[config.mk]
export PLATFORM = sky130hd
export DESIGN_NAME = net_tx_pkt_buffer
export DESIGN_NICKNAME = d
export VERILOG_FILES = /design/src/rtl/net_tx_pkt_buffer.sv
export SDC_FILE = /design/constraint.sdc
export NUM_CORES = 2
export LEC_CHECK = 0
export CORE_UTILIZATION = 35
export CTS_BUF_LIST = sky130_fd_sc_hd__clkbuf_8
export CTS_CLUSTER_DIAMETER = 120
export DETAILED_ROUTE_END_ITERATION = 8
export GPL_ROUTABILITY_DRIVEN = 1
export PLACE_DENSITY = 0.56
export SLEW_MARGIN = 25
export SYNTH_ARGS = -nofsm -noshare
export SYNTH_HDL_FRONTEND = slang
export SYNTH_MEMORY_MAX_BITS = 65536
export SYNTH_SLANG_ARGS = --single-unit
[constraint.sdc]
create_clock -name clock -period 10.05 [get_ports clock]
set_input_delay 2.01 -clock clock [delete_from_list [all_inputs] [get_ports clock]]
set_output_delay 2.01 -clock clock [all_outputs]
set_load 0.005 [all_outputs]
[src/rtl/net_tx_pkt_buffer.sv]
// Store-and-forward transmit packet buffer: words become visible only once their packet is complete.
// Optional drop counter enabled by defining NET_TX_BUF_DROP_CNT_EN.
module net_tx_pkt_buffer #(
  parameter int unsigned DEPTH = 64
) (
  input  logic        clock,
  input  logic        reset,
  input  logic        in_valid,
  output logic        in_ready,
  input  logic [63:0] in_bits,
  input  logic        in_last,
  output logic        out_valid,
  input  logic        out_ready,
  output logic [63:0] out_bits,
  output logic        out_last,
  output logic [31:0] drop_count
);
  localparam int unsigned AddrW = $clog2(DEPTH);
  localparam int unsigned PtrW  = AddrW + 1;
  localparam logic [PtrW-1:0] DepthP = PtrW'(DEPTH);

  typedef enum logic {StAccept, StDrop} wr_state_e;

  wr_state_e       state_q, state_d;
  logic [64:0]     mem_q [DEPTH];
  logic [PtrW-1:0] wr_ptr_q, wr_ptr_d;
  logic [PtrW-1:0] commit_ptr_q, commit_ptr_d;
  logic [PtrW-1:0] rd_ptr_q, rd_ptr_d;
  logic [PtrW-1:0] fill;
  logic            beat, full, wr_en, drop_en, rd_en;

  // Never back-pressure; overflowing packets are discarded instead.
  assign in_ready = reset;
  assign beat     = in_valid && in_ready;
  assign fill     = wr_ptr_q - rd_ptr_q;
  assign full     = (fill == DepthP);

  assign out_valid = reset && (rd_ptr_q != commit_ptr_q);
  assign rd_en     = out_valid && out_ready;
  assign {out_last, out_bits} = mem_q[rd_ptr_q[AddrW-1:0]];

  always_ff @(posedge clock) begin
    if (!reset) begin
      state_q <= StAccept;
    end else begin
      state_q <= state_d;
    end
  end

  always_comb begin
    state_d = state_q;
    unique case (state_q)
      StAccept: if (drop_en && !in_last) state_d = StDrop;
      StDrop:   if (beat && in_last) state_d = StAccept;
      default:  state_d = StAccept;
    endcase
  end

  always_comb begin
    wr_en   = beat && (state_q == StAccept) && !full;
    drop_en = beat && (state_q == StAccept) && full;
  end

  always_comb begin
    wr_ptr_d     = wr_ptr_q;
    commit_ptr_d = commit_ptr_q;
    rd_ptr_d     = rd_ptr_q;
    if (wr_en) begin
      wr_ptr_d = wr_ptr_q + 1'b1;
      if (in_last) commit_ptr_d = wr_ptr_q + 1'b1;
    end else if (drop_en) begin
      // Rewind over the partial packet written so far.
      wr_ptr_d = commit_ptr_q;
    end
    if (rd_en) rd_ptr_d = rd_ptr_q + 1'b1;
  end

  always_ff @(posedge clock) begin
    if (!reset) begin
      wr_ptr_q     <= '0;
      commit_ptr_q <= '0;
      rd_ptr_q     <= '0;
    end else begin
      wr_ptr_q     <= wr_ptr_d;
      commit_ptr_q <= commit_ptr_d;
      rd_ptr_q     <= rd_ptr_d;
    end
  end

  always_ff @(posedge clock) begin
    if (wr_en) mem_q[wr_ptr_q[AddrW-1:0]] <= {in_last, in_bits};
  end

`ifdef NET_TX_BUF_DROP_CNT_EN
  logic [31:0] drop_cnt_q;

  always_ff @(posedge clock) begin
    if (!reset) begin
      drop_cnt_q <= '0;
    end else if (drop_en) begin
      drop_cnt_q <= drop_cnt_q + 32'd1;
    end
  end

  assign drop_count = drop_cnt_q;
`else
  assign drop_count = '0;
`endif

endmodule

## After elaboration in Yosys (flattened, before gate mapping)

Memory sizes are Yosys's and may differ from the RTL's. A register that Yosys moved wholly into a read port is not among the register bits.
Index checks and enable logic that the tools add are counted.

- Bitwise gates (word level): 1
- Mux-type cells: 9
- $add $sub $neg: 3
- Equal/unequal tests: 2
- Reduce and logical (&&, ||, !) cells: 12

Operator list:

| cell | count |
|---|---|
| $add A7 B1 Y7 const B | 2 |
| $mux W7 | 2 |
| $mux W6 | 2 |
| $logic_and A1 B1 Y1 | 8 |
| $eq A7 B7 Y1 const B | 1 |
| $ne A7 B7 Y1 | 1 |
| $sub A7 B7 Y7 | 1 |
| $mux W1 | 4 |
| $logic_not A1 Y1 | 2 |
| $pmux W1 S2 | 1 |
| $reduce_and A2 Y1 | 1 |
| $reduce_bool A2 Y1 | 1 |
| $not A1 Y1 | 1 |

- Flip-flop bits (word level): 22
- Memories: 1
- Output and inout port bits: 99
- Word-level logic and storage cells: 32
- Bits in writable memories: 4160
- Input bits: 69

Memory list:

| name | words | bits a word | read ports | clocked after memory_dff | write ports | RTL line | RTL |
|---|---|---|---|---|---|---|---|
| mem_q | 64 | 65 | 1 | 1 | 1 | 25 | `logic [64:0] mem_q [DEPTH];` |

## Longest topological paths before layout

- Depth in word-level cells: 6
- Depth in mapped cells: 12
- Depth with buffers taken out: 8

## Worst setup path before layout

OpenSTA, ideal clock, no wires.

- Path kind: input-to-reg
- Start: input port reset
- End: memory mem_q[20][0], enable pin
- Setup slack: 0.079 ns
- Stages: 6
- Data arrival time: 9.322 ns
- Cells stage by stage: clkbuf_1 inv_1 or3_1 clkbuf_1 clkbuf_1 nor4_1

- Longest elaborated chain between the ends: 5

RTL lines:

| item | RTL line | RTL |
|---|---|---|
| start, declared | 7 | `input logic reset,` |
| $logic_and A1 B1 Y1 | 34 | `assign beat = in_valid && in_ready;` |
| $logic_and A1 B1 Y1 (2 in series) | 60 | `wr_en = beat && (state_q == StAccept) && !full;` |
| $mux W1 | 91 | `if (wr_en) mem_q[wr_ptr_q[AddrW-1:0]] <= {in_last, in_bits};` |
| $mux W1 (not written as such) | 91 |  |
| end, declared | 25 |  |

Every way passes these cells.

==> impl_metrics.ini <==
[status]
outcome = completed

[grt]
grt_use_met1 = 0.271
track_usage = 0.189
grt_max_degree = 124
grt.busiest_layer = met2
grt.overflow.total = 0
grt_pass1_wl_mm = 615
grt_use_met3 = 0.0327
antenna_found_initial = 33
grt_use_met2 = 0.300
grt_pass1_vias = 78686

[floorplanning]
die_y_microns = 677
initial_core_util = 0.352
die_area_sq_um = 459000
core_sq_um = 453000
rows = 247
boundaryPins = 168
die_w_microns = 677

[clock_tree]
cts-htree-levels = 6
clkLatencyLatePin_ps = 1220
cts_hold_buf = 0
root_buffer = clkbuf_8
numCtsBuffers = 652
clock_sinks = 4188
post_cts_buffers = 0
cts_tree = built
clk_pin_slew_worst_paths_ps = 70
clock_path_buffers = 4
cts.repair.resized = 0

[setup_path]
path_class = flip-flop to primary output
cp-start-kind = flip-flop
worstPathRequired_ps = 8040
endpoint_kind = primary output
r2r_start = wr_ptr_q[3]
critPathArrivalTime_ps = 5800
path_max_fanout = 105
r2r-end = mem_q[51][50]
r2r_cells = 10
reg2reg_slack_ps = 4880

[yosys]
ys_ff_latch = 4188
synth_mux_area_frac = 0.179
yosysWarningCount = 0
yosysSeqAreaShare = 0.786
synth_xor_area_frac = 0.000988
synth_cells = 6553
syn_area_per_cell_sq_um = 24.4
synth_top_cell_area_share = 0.783
async_flop_share = 0
yosysTopAreaCell = edfxtp_1
synth-adder-area-share = 0.000627
synthDistinctLibCells = 43
syn_area_sq_um = 160000
synth-edff-count = 4160
yosys.area_share.simple = 0.0112
synth_compound_area_frac = 0.00951
synthTopCellsByArea = edfxtp_1 78%, mux4_2 17%, mux2i_1 0.58%
synth_top_family_by_area = multiplexers
synth_top_flop_cell = edfxtp_1

[sta]
setup_viol = 0
min_period_over_period = 0.777
fmax_mhz = 128
setup_ws_ps = 2240
fin_skew_ps = 49.9
hold_ws_ps = 512
drv_slew = 0
hold_viol_final = 0
period_needed_ps = 7810
worstMarginPinSlew_ps = 1140
rsz0062_at_grt = no
max_slew_margin = 0.238
tns_ps = 0

[layout]
final_layout_size_suffix_gt1_frac = 0.306
fin_area_sq_um = 180000
syn_to_final_growth_pct = 13.0
final_nets = 7275

[placed_design]
dpl_worst_slack_ps = 3450
dp_hpwl_mm = 227
dpl_cell_area_sq_um = 169000
routabilityCongestion = 0.773
io_buffers = 135

[run]
max_cap_viol_count = 0

[drt]
wl_per_cell_microns = 32.3
wirelength_mm = 442
ant_nets = 0
drt_pass1_iterations = 6
routed_via_density = 5.56
drc = 0
vias = 76116
drt_iter0_markers = 9941

[worst_hold_path]
min_to = commit_ptr_q[0]
min-delay-start = commit_ptr_q[0]
min_path_type = flip-flop to flip-flop
holdPathStages = 2

[power_and_ir_drop]
powerDensity_nw_per_um2 = 189
leakagePower_nw = 53.8
peakVddDrop_uv = 131
[layer usage]
metal  routed length [microns]  vias up
li1                          -    29768
met1                    187000    42123
met2                    210000     3561
met3                     35100      654
met4                      9840       10
met5                        63        -
[state kept, by name, indices dropped and copies added (netlist names), named ones only]
| name | cells |
|---|---|
| mem_q | 4160 |
| commit_ptr_q | 7 |
| wr_ptr_q | 7 |
| state_q | 1 |
| rd_ptr_q | 7 |
[critical path, cell delays in order (launching register included)]
cell and delay, ps:
dfxtp_4 850, buf_4 820, buf_12 610, mux4_2 370
mux4_2 230, nor2_1 50, nor3_1 710, clkdlybuf4s50_1 660
[cell families after synthesis]
| family | after synthesis |
|---|---|
| AO/OA/AOI/OAI | 239 |
| AND/OR/NAND/NOR | 365 |
| flip-flops | 4188 |
| XOR/XNOR | 18 |
| multiplexers | 1318 |
| other | 1 |
| adder cells (fa/ha/maj) | 8 |
| buffers and inverters | 416 |
[layout make-up]
type	instances	area (sq um)
tap	5976	7480
clock buffer	662	9110
timing repair buffer	365	3190
inverter	11	41.3
fill	39743	273000
sequential	4188	126000
antenna	3	7.51
clock inverter	495	2320
multi-input combinational	1980	32600
[through the flow]
| step | total power, mW | utilization | instances |
|---|---|---|---|
| floorplan | 20.9 | - | 6584 |
| global placement | 21.6 | 0.372 | 12514 |
| detailed placement | 21.6 | 0.372 | 12515 |
| CTS | 34.5 | 0.397 | 13672 |
| global route | 35.3 | 0.398 | 13679 |
| finish | 34.1 | 0.398 | 13680 |
[cells in the mapped netlist, drive strengths merged (5+ instances only)]
| master | number |
|---|---|
| xor2 | 5 |
| a22oi | 7 |
| nor2 | 91 |
| nor3 | 155 |
| nand4 | 5 |
| nand2 | 29 |
| ha | 8 |
| mux2i | 93 |
| dfxtp | 28 |
| nand3b | 6 |
| xnor2 | 13 |
| a21oi | 134 |
| nor4 | 31 |
| buf | 231 |
| nand2b | 9 |
| inv | 10 |
| clkbuf | 174 |
| a31oi | 10 |
| nand3 | 13 |
| mux4 | 1225 |
| edfxtp | 4160 |
| nor2b | 13 |
| o31ai | 6 |
| o221ai | 61 |
[worst max-delay path by stage]
stage,start,to,slack (ps)
2_1_floorplan,reset,mem_q[20][0],80
3_3_place_gp,flip-flop,out_bits[13],3460
3_5_place_dp,flip-flop,out_bits[27],3450
4_1_cts,flip-flop,out_bits[27],2120
5_1_grt,flip-flop,out_bits[27],1970
6_report,flip-flop,out_bits[31],2240
[cell usage in the layout, fill, tap and decap left out, drive strengths merged, types with 6 or more instances in the layout]
cell type and n:
a22oi 7, nand3 13, nand2b 9, buf 295, clkdlybuf4s50 70, o31ai 6, clkinv 227, clkbuf 662
dfxtp 28, mux2i 93, a21oi 134, nor2b 13, nor4 31, nor3 155, nor2 91, nand3b 6
nand2 29, xnor2 13, ha 8, o221ai 61, a31oi 10, inv 265, mux4 1225, edfxtp 4160
clkinvlp 11, conb 32
[power by group]
part / total (mW) / internal, mW / switching [mW]
Sequential: 19.3 / 19.3 / 0.0332
Combinational: 1.92 / 0.873 / 1.05
Clock: 12.9 / 6.23 / 6.66
Note: power is estimated with default switching activity, not from simulation.
